===== config.mk =====
export PLATFORM = sky130hd
export DESIGN_NAME = mc_control_fsm
export DESIGN_NICKNAME = d
export VERILOG_FILES = /design/src/rtl/mc_control_fsm.sv
export SDC_FILE = /design/constraint.sdc
export NUM_CORES = 1
export LEC_CHECK = 0
export CORE_MARGIN = 2
export CORE_UTILIZATION = 48
export DETAILED_ROUTE_END_ITERATION = 10
export HOLD_SLACK_MARGIN = 0.08
export PLACE_DENSITY = 0.8
export SLEW_MARGIN = 20
export SYNTH_ARGS = -nofsm -noshare
export SYNTH_HDL_FRONTEND = slang
export SYNTH_SLANG_ARGS = --single-unit

===== constraint.sdc =====
create_clock -name clk -period 2.95 [get_ports clk]
set_input_delay 0.59 -clock clk [delete_from_list [all_inputs] [get_ports clk]]
set_output_delay 0.59 -clock clk [all_outputs]
set_load 0.005 [all_outputs]

===== src/rtl/mc_control_fsm.sv =====
// Multi-cycle MIPS control sequencer: PC/IR/regfile/ALU/memory strobes,
// unified memory req/ready handshake, retire counter, memory-timeout halt.
module mc_control_fsm #(
  parameter int TIMEOUT = 15,
  parameter int CNT_W   = 16
) (
  input  logic             clk,
  input  logic             rst_n,
  input  logic [5:0]       opcode,
  input  logic             zero,
  input  logic             mem_ready,
  output logic             pc_en,
  output logic             i_or_d,
  output logic             mem_read,
  output logic             mem_write,
  output logic             ir_write,
  output logic             reg_dst,
  output logic             mem_to_reg,
  output logic             reg_write,
  output logic             alu_src_a,
  output logic [1:0]       alu_src_b,
  output logic [1:0]       alu_op,
  output logic [1:0]       pc_source,
  output logic [3:0]       state_o,
  output logic             illegal_op,
  output logic             mem_timeout,
  output logic [CNT_W-1:0] instr_cnt
);

  typedef enum logic [3:0] {
    S_FETCH  = 4'd0,
    S_DECODE = 4'd1,
    S_MEMADR = 4'd2,
    S_MEMRD  = 4'd3,
    S_MEMWB  = 4'd4,
    S_MEMWR  = 4'd5,
    S_EXEC   = 4'd6,
    S_ALUWB  = 4'd7,
    S_BRANCH = 4'd8,
    S_JUMP   = 4'd9,
    S_ADDIEX = 4'd10,
    S_ADDIWB = 4'd11,
    S_HALT   = 4'd15
  } state_e;

  localparam logic [5:0] OP_R    = 6'b000000;
  localparam logic [5:0] OP_LW   = 6'b100011;
  localparam logic [5:0] OP_SW   = 6'b101011;
  localparam logic [5:0] OP_BEQ  = 6'b000100;
  localparam logic [5:0] OP_J    = 6'b000010;
  localparam logic [5:0] OP_ADDI = 6'b001000;

  localparam int WCW = $clog2(TIMEOUT + 2);

  state_e           state_q, state_d;
  logic [WCW-1:0]   wait_q, wait_d;
  logic [CNT_W-1:0] cnt_q, cnt_d;
  logic             tmo_q, tmo_d;

  logic       pc_en_c, i_or_d_c, mem_read_c, mem_write_c;
  logic       ir_write_c, reg_dst_c, mem_to_reg_c, reg_write_c;
  logic       alu_src_a_c, ill_c, retire, is_mem;
  logic [1:0] alu_src_b_c, alu_op_c, pc_source_c;

  always_comb begin
    state_d      = state_q;
    wait_d       = wait_q;
    cnt_d        = cnt_q;
    tmo_d        = tmo_q;
    pc_en_c      = 1'b0;
    i_or_d_c     = 1'b0;
    mem_read_c   = 1'b0;
    mem_write_c  = 1'b0;
    ir_write_c   = 1'b0;
    reg_dst_c    = 1'b0;
    mem_to_reg_c = 1'b0;
    reg_write_c  = 1'b0;
    alu_src_a_c  = 1'b0;
    alu_src_b_c  = 2'b00;
    alu_op_c     = 2'b00;
    pc_source_c  = 2'b00;
    ill_c        = 1'b0;
    retire       = 1'b0;
    is_mem       = 1'b0;

    unique case (state_q)
      S_FETCH: begin
        is_mem      = 1'b1;
        mem_read_c  = 1'b1;
        alu_src_b_c = 2'b01;
        pc_en_c     = mem_ready;
        ir_write_c  = mem_ready;
        if (mem_ready) state_d = S_DECODE;
      end
      S_DECODE: begin
        alu_src_b_c = 2'b11;
        unique case (1'b1)
          (opcode == OP_R):    state_d = S_EXEC;
          (opcode == OP_LW),
          (opcode == OP_SW):   state_d = S_MEMADR;
          (opcode == OP_BEQ):  state_d = S_BRANCH;
          (opcode == OP_J):    state_d = S_JUMP;
          (opcode == OP_ADDI): state_d = S_ADDIEX;
          default: begin
            ill_c   = 1'b1;
            state_d = S_FETCH;
          end
        endcase
      end
      S_MEMADR: begin
        alu_src_a_c = 1'b1;
        alu_src_b_c = 2'b10;
        state_d = (opcode == OP_LW) ? S_MEMRD : S_MEMWR;
      end
      S_MEMRD: begin
        is_mem     = 1'b1;
        mem_read_c = 1'b1;
        i_or_d_c   = 1'b1;
        if (mem_ready) state_d = S_MEMWB;
      end
      S_MEMWB: begin
        mem_to_reg_c = 1'b1;
        reg_write_c  = 1'b1;
        retire       = 1'b1;
        state_d      = S_FETCH;
      end
      S_MEMWR: begin
        is_mem      = 1'b1;
        mem_write_c = 1'b1;
        i_or_d_c    = 1'b1;
        if (mem_ready) begin
          retire  = 1'b1;
          state_d = S_FETCH;
        end
      end
      S_EXEC: begin
        alu_src_a_c = 1'b1;
        alu_op_c    = 2'b10;
        state_d     = S_ALUWB;
      end
      S_ALUWB: begin
        reg_dst_c   = 1'b1;
        reg_write_c = 1'b1;
        retire      = 1'b1;
        state_d     = S_FETCH;
      end
      S_BRANCH: begin
        alu_src_a_c = 1'b1;
        alu_op_c    = 2'b01;
        pc_source_c = 2'b01;
        pc_en_c     = zero;
        retire      = 1'b1;
        state_d     = S_FETCH;
      end
      S_JUMP: begin
        pc_source_c = 2'b10;
        pc_en_c     = 1'b1;
        retire      = 1'b1;
        state_d     = S_FETCH;
      end
      S_ADDIEX: begin
        alu_src_a_c = 1'b1;
        alu_src_b_c = 2'b10;
        state_d     = S_ADDIWB;
      end
      S_ADDIWB: begin
        reg_write_c = 1'b1;
        retire      = 1'b1;
        state_d     = S_FETCH;
      end
      S_HALT: state_d = S_HALT;
      default: state_d = S_FETCH;
    endcase

    // A stall that has already used up its budget abandons the access.
    if (is_mem && !mem_ready) begin
      if (TIMEOUT != 0 && wait_q == WCW'(TIMEOUT)) begin
        state_d = S_HALT;
        tmo_d   = 1'b1;
      end else begin
        wait_d = wait_q + 1'b1;
      end
    end

    if (state_d != state_q) wait_d = '0;
    if (retire) cnt_d = cnt_q + 1'b1;
  end

  always_ff @(posedge clk or negedge rst_n) begin
    if (!rst_n) begin
      state_q <= S_FETCH;
      wait_q  <= '0;
      cnt_q   <= '0;
      tmo_q   <= 1'b0;
    end else begin
      state_q <= state_d;
      wait_q  <= wait_d;
      cnt_q   <= cnt_d;
      tmo_q   <= tmo_d;
    end
  end

  // Reset masks the strobes combinationally so no access completes.
  assign pc_en       = pc_en_c & rst_n;
  assign i_or_d      = i_or_d_c & rst_n;
  assign mem_read    = mem_read_c & rst_n;
  assign mem_write   = mem_write_c & rst_n;
  assign ir_write    = ir_write_c & rst_n;
  assign reg_dst     = reg_dst_c & rst_n;
  assign mem_to_reg  = mem_to_reg_c & rst_n;
  assign reg_write   = reg_write_c & rst_n;
  assign alu_src_a   = alu_src_a_c & rst_n;
  assign alu_src_b   = alu_src_b_c & {2{rst_n}};
  assign alu_op      = alu_op_c & {2{rst_n}};
  assign pc_source   = pc_source_c & {2{rst_n}};
  assign illegal_op  = ill_c & rst_n;
  assign state_o     = state_q;
  assign mem_timeout = tmo_q;
  assign instr_cnt   = cnt_q;

endmodule


* Word level (Yosys, flattened, before mapping) *
Index checks and enable logic that the tools add are counted.

cells by class
  reductions and logical operators = 16
  $add $sub $neg = 2
  mux-type cells = 28
  bitwise gates (word level) = 13
  eq/ne operators = 20

operator list
  cell                   number
  $pmux 4 s8             1
  $eq 4x4->1 const B     5
  $mux 4                 5
  $pmux 4 s5             1
  $add 16x1->16 const B  1
  $eq 4x3->1 const B     4
  $mux 5                 3
  $eq 6x6->1 const B     2
  $mux 1                 12
  $and 1x1->1            10
  $eq 4x2->1 const B     2
  $pmux 2 s2             2
  $reduce_or 2->1        4
  $and 2x2->2            3
  $eq 6x2->1 const B     1
  $eq 6x3->1 const B     1
  $eq 6x4->1 const B     1
  $logic_not 6->1        1
  $pmux 2 s3             1
  $reduce_or 3->1        2
  $reduce_or 6->1        1
  $add 5x1->5 const B    1
  $eq 5x4->1 const B     1
  $reduce_or 5->1        1
  other kinds (12)       13

word-level totals
  output and inout bits = 37
  logic and storage cells = 83
  register bits = 26

* Longest topological paths before layout *
  depth after elaboration = 9
  depth in mapped cells = 9

* Worst setup path after synthesis *
No wires, ideal clock.

  kind = register to register
  start point = register wait_q[0]
  end point = register wait_q[0]
  cell stages (with the launch flop) = 10
  arrival time = 2011 ps
  library setup time = 86 ps
  required time = 2864 ps
  setup slack = 852 ps
  cell sequence = dfrtp_1 > ha_1 > and3_1 > ha_1 > and3b_1 > o21ai_0 > nand3_1 > a211o_1 > xor2_2 > nor3_1

on the way
  cells in the longest elaborated chain, start to end = 6
  elaborated cells on any way between the ends = 11
  classes of those cells = add/sub: 1; eq/ne: 3; mux: 5; reduce/logical: 2

ends and longest elaborated chain
  what                                                                     RTL line  source
  start, declared                                                          56        logic [WCW-1:0] wait_q, wait_d;
  start signal, assigned                                                   197       wait_q <= wait_d;
  $eq 5x4->1 *                                                             177       if (TIMEOUT != 0 && wait_q == WCW'(TIMEOUT)) begin
  $mux 4 *                                                                 177
  $mux 4 *                                                                 176       if (is_mem && !mem_ready) begin
  via state_d[2]                                                           55        state_e state_q, state_d;
  $ne 4x4->1 *                                                             185       if (state_d != state_q) wait_d = '0;
  $ne 2x1->1 (no source line) / $reduce_bool 2->1 (equally long branches)  n/a
  $reduce_and 2->1 (no source line)                                        n/a

The timed path passes the listed nets; every way through them passes the cells marked *. The select of a mux whose other input is x is not followed.
A chain may end at the register's enable or synchronous reset.

* Worst setup path in the final report *
  start point = input port opcode[0]
  end point = output port illegal_op

on the way
  cells in the longest elaborated chain, start to end = 5
  elaborated cells on any way between the ends = 10
  classes of those cells = eq/ne: 5; mux: 2; bitwise: 1; reduce/logical: 2

ends and longest elaborated chain
  what                                      RTL line  source
  start, declared                           9         input logic [5:0] opcode,
  $eq 6x6->1, or another cell as far along  100       (opcode == OP_SW): state_d = S_MEMADR;
  $reduce_or 6->1 (no source line) *        n/a
  $mux 1 *                                  97        unique case (1'b1)
  $mux 1 *                                  86        unique case (state_q)
  $and 1x1->1 *                             216       assign illegal_op = ill_c & rst_n;
  end, declared                             25        output logic illegal_op,

Mark *: on every way between the ends. The rest lies on a longest branch, timed or not.

==> results.json <==
{
  "yosysMostFrequentCell": "dfrtp_1",
  "dp.cells": 284,
  "arrival_ps": 2260,
  "antenna_found_initial": 0,
  "finalWorstSetupSlack_ps": 96.09,
  "path_max_fanout": 5,
  "wl_mm": 3.957,
  "clock_latency_ps": 320,
  "drv_cap": 0,
  "ys_types": 51,
  "io_pins": 47,
  "fin_util_pct": 67.59,
  "synth_commonest_cells": "dfrtp_1, nand2_1, xnor2_1",
  "grt_max_degree": 27,
  "vias_per_cell": 5.441,
  "critPathMaxStageDelay_ps": 470,
  "wl_per_cell_um": 13.74,
  "synth_top_area_share_pct": 37.63,
  "die-area_um2": 4099,
  "syn_to_final_growth_pct": 32.49,
  "clock_sinks": 26,
  "ant_nets": 0,
  "dpl_cell_area_um2": 2250,
  "total_power_mw": 0.8949,
  "status": "finished, final reports clean",
  "die_h_um": 64.02,
  "period_minus_slack_ps": 2854,
  "cts.clk_slew.worst_paths_ps": 130,
  "required_ps": 2360,
  "gp_congestion": 0.9087,
  "initialDrtViolationCount": 131,
  "max_slew_margin_pct": 67.52,
  "setup_viol": 0,
  "drt_first_pass_iters": 5,
  "rsz0062_at_grt": "no",
  "max_freq_mhz": 350.4,
  "stdcell_area_um2": 2291,
  "cts_buffers": 3,
  "clock_path_buffers": 2,
  "crit_buf_inv": 2,
  "p_sw_mw": 0.2745,
  "p_int_mw": 0.6204,
  "critPathMostFrequentCell": "clkdlybuf4s50_1",
  "critPathKind": "in -> out",
  "synth_area_um2": 1729,
  "synthArstFlopShare_pct": 100.0,
  "synth.yosys.seq_area_share_pct": 37.63,
  "ys_seq_elements": 26,
  "end_kind": "output pin",
  "cts_tree": "done",
  "hold_class": "reg -> reg",
  "ys_warn_count": 0,
  "irDropWorstVdd_mv": 0.4043,
  "synthTopCellsByArea": "dfrtp_1, xnor2_1, nand2_1",
  "crit_chain": "clkdlybuf4s50_1 -> or3_1 -> a211oi_2 -> a2111oi_0 -> clkdlybuf4s50_1",
  "startpoint_type": "input pin",
  "synth_area_per_cell_um2": 8.822,
  "vias": 1567,
  "finalClockSkew_ps": 4.138,
  "crit_family": "buffers and inverters",
  "worstMarginPinSlew_ps": 486.4,
  "pre_cts_ws_ps": 56.36,
  "hold_violations": 0,
  "clockPowerShare_pct": 19.5,
  "synthCells": 196,
  "static-leakage-power_nw": 0.9651,
  "fin_hold_ws_ps": 480.8,
  "sequentialPowerShare_pct": 48.3,
  "synth_top_cell_by_area": "dfrtp_1",
  "p_per_area_nw_per_um2": 390.6,
  "cp_slowest_cell": "clkdlybuf4s50_1",
  "grt_pass1_vias": 1460,
  "slew_viol_final": 0,
  "tns_ps": 0,
  "grt_pass1_wl_mm": 6.817,
  "grt-ovfl-total": 0,
  "period_share_pct": 96.74,
  "grt_usage_pct": 20.69,
  "cts_root_buffer": "clkbuf_4",
  "start_util_pct": 51.02,
  "combPwrFrac_pct": 32.2,
  "diodes": 0,
  "p_sw_share_pct": 30.68,
  "drc": 0,
  "io_buffers": 46,
  "post_cts.repair.setup_buffers": 0,
  "stdcell_count": 288,
  "row_count": 21,
  "place_hpwl_mm": 3.006,
  "die_width_um": 64.02,
  "synth_nets": 209,
  "layout.nets": 256,
  "synth-main-ff-cell": "dfrtp_1",
  "placeableCoreArea_um2": 3390,
  "synth-edff-count": 0,
  "final_layout_size_suffix_gt1_share_pct": 10.74,
  "htree_levels": 1
}
worst register-to-register path, stage by stage (launching register included):
cell,delay (ps)
dfrtp_1,430
ha_1,220
and3_1,190
ha_1,230
and3b_1,180
o21ai_0,160
nand3_1,100
a211o_1,330
xor2_2,260
nor3_1,100
registers in the layout, summed over array words and instances (netlist names):
| signal | count |
|---|---|
| instr_cnt | 16 |
| wait_q | 5 |
| state_o | 4 |
| mem_timeout | 1 |
path summary, 6_finish.rpt:
kind	start	endpoint	slack, ps	depth (start not counted)
worst max-delay path	opcode[0]	illegal_op	100	5
worst min-delay path	instr_cnt[15]	instr_cnt[15]	480	1
worst max register to register	wait_q[0]	wait_q[2]	630	9
worst min register to register	instr_cnt[15]	instr_cnt[15]	480	1
max in group asynchronous	rst_n	wait_q[2]	1920	3
min in group asynchronous	rst_n	state_o[2]	780	3
power by group through the flow:
stage / clock, mW / combinational, mW / sequential, mW
finish: 0.175 / 0.288 / 0.432
global placement: 0 / 0.284 / 0.438
global route: 0.206 / 0.321 / 0.438
floorplan: 0 / 0.149 / 0.438
detailed placement: 0 / 0.288 / 0.438
CTS: 0.183 / 0.289 / 0.432
final cells by class:
type	instances	area (um^2)
Clock buffer	4	36.28
Timing Repair Buffer	56	535.5
Fill cell	260	1099
Multi-Input combinational cell	153	999.7
Tap cell	46	57.56
Sequential cell	26	650.6
Inverter	3	11.26
placed cells by master (no fill, tap or decap), types with 2 or more instances in the layout:
cell type	Yosys	routed
nor2b_1	4	4
dfrtp_1	26	26
ha_1	3	3
clkdlybuf4s50_1	0	46
nor3_1	12	12
o211ai_1	3	3
xnor2_1	16	16
a21oi_1	8	8
xor2_1	5	5
nor2_2	2	2
nand2b_1	5	5
nand3_1	11	11
xor2_2	2	2
inv_1	3	3
nand4_1	2	2
clkbuf_4	0	3
o21ai_0	6	6
buf_4	2	10
or2_2	3	3
nand2_1	21	21
and4_1	3	3
and3_1	7	7
nor2_1	13	13
cell families after synthesis:
family | count (synthesis) | synth area share, %
buffers and inverters | 17 | 4.848
multiplexers | 2 | 1.230
XOR/XNOR | 23 | 12.52
AO/OA/AOI/OAI | 31 | 12.37
adder cells (fa/ha/maj) | 3 | 2.171
flip-flops | 26 | 37.63
AND/OR/NAND/NOR | 94 | 29.23
what timing repair did:
action                                  in CTS  in global routing
gates resized for setup                      0                  1
hold buffers                                 0                  0
endpoints found under the setup margin       0                  1
metal layers:
metal  GRT usage [%]  wire length (um)  vias up  part of all wire (%)
li1                -                 -      779                     -
met1           29.71              1794      726                    45
met2           32.55              1867       58                    47
met3           4.401               279        4                   7.1
met4           3.533                16        0                  0.40
met5               0                 0        -                     0
Power figures use the tool's default switching activity.
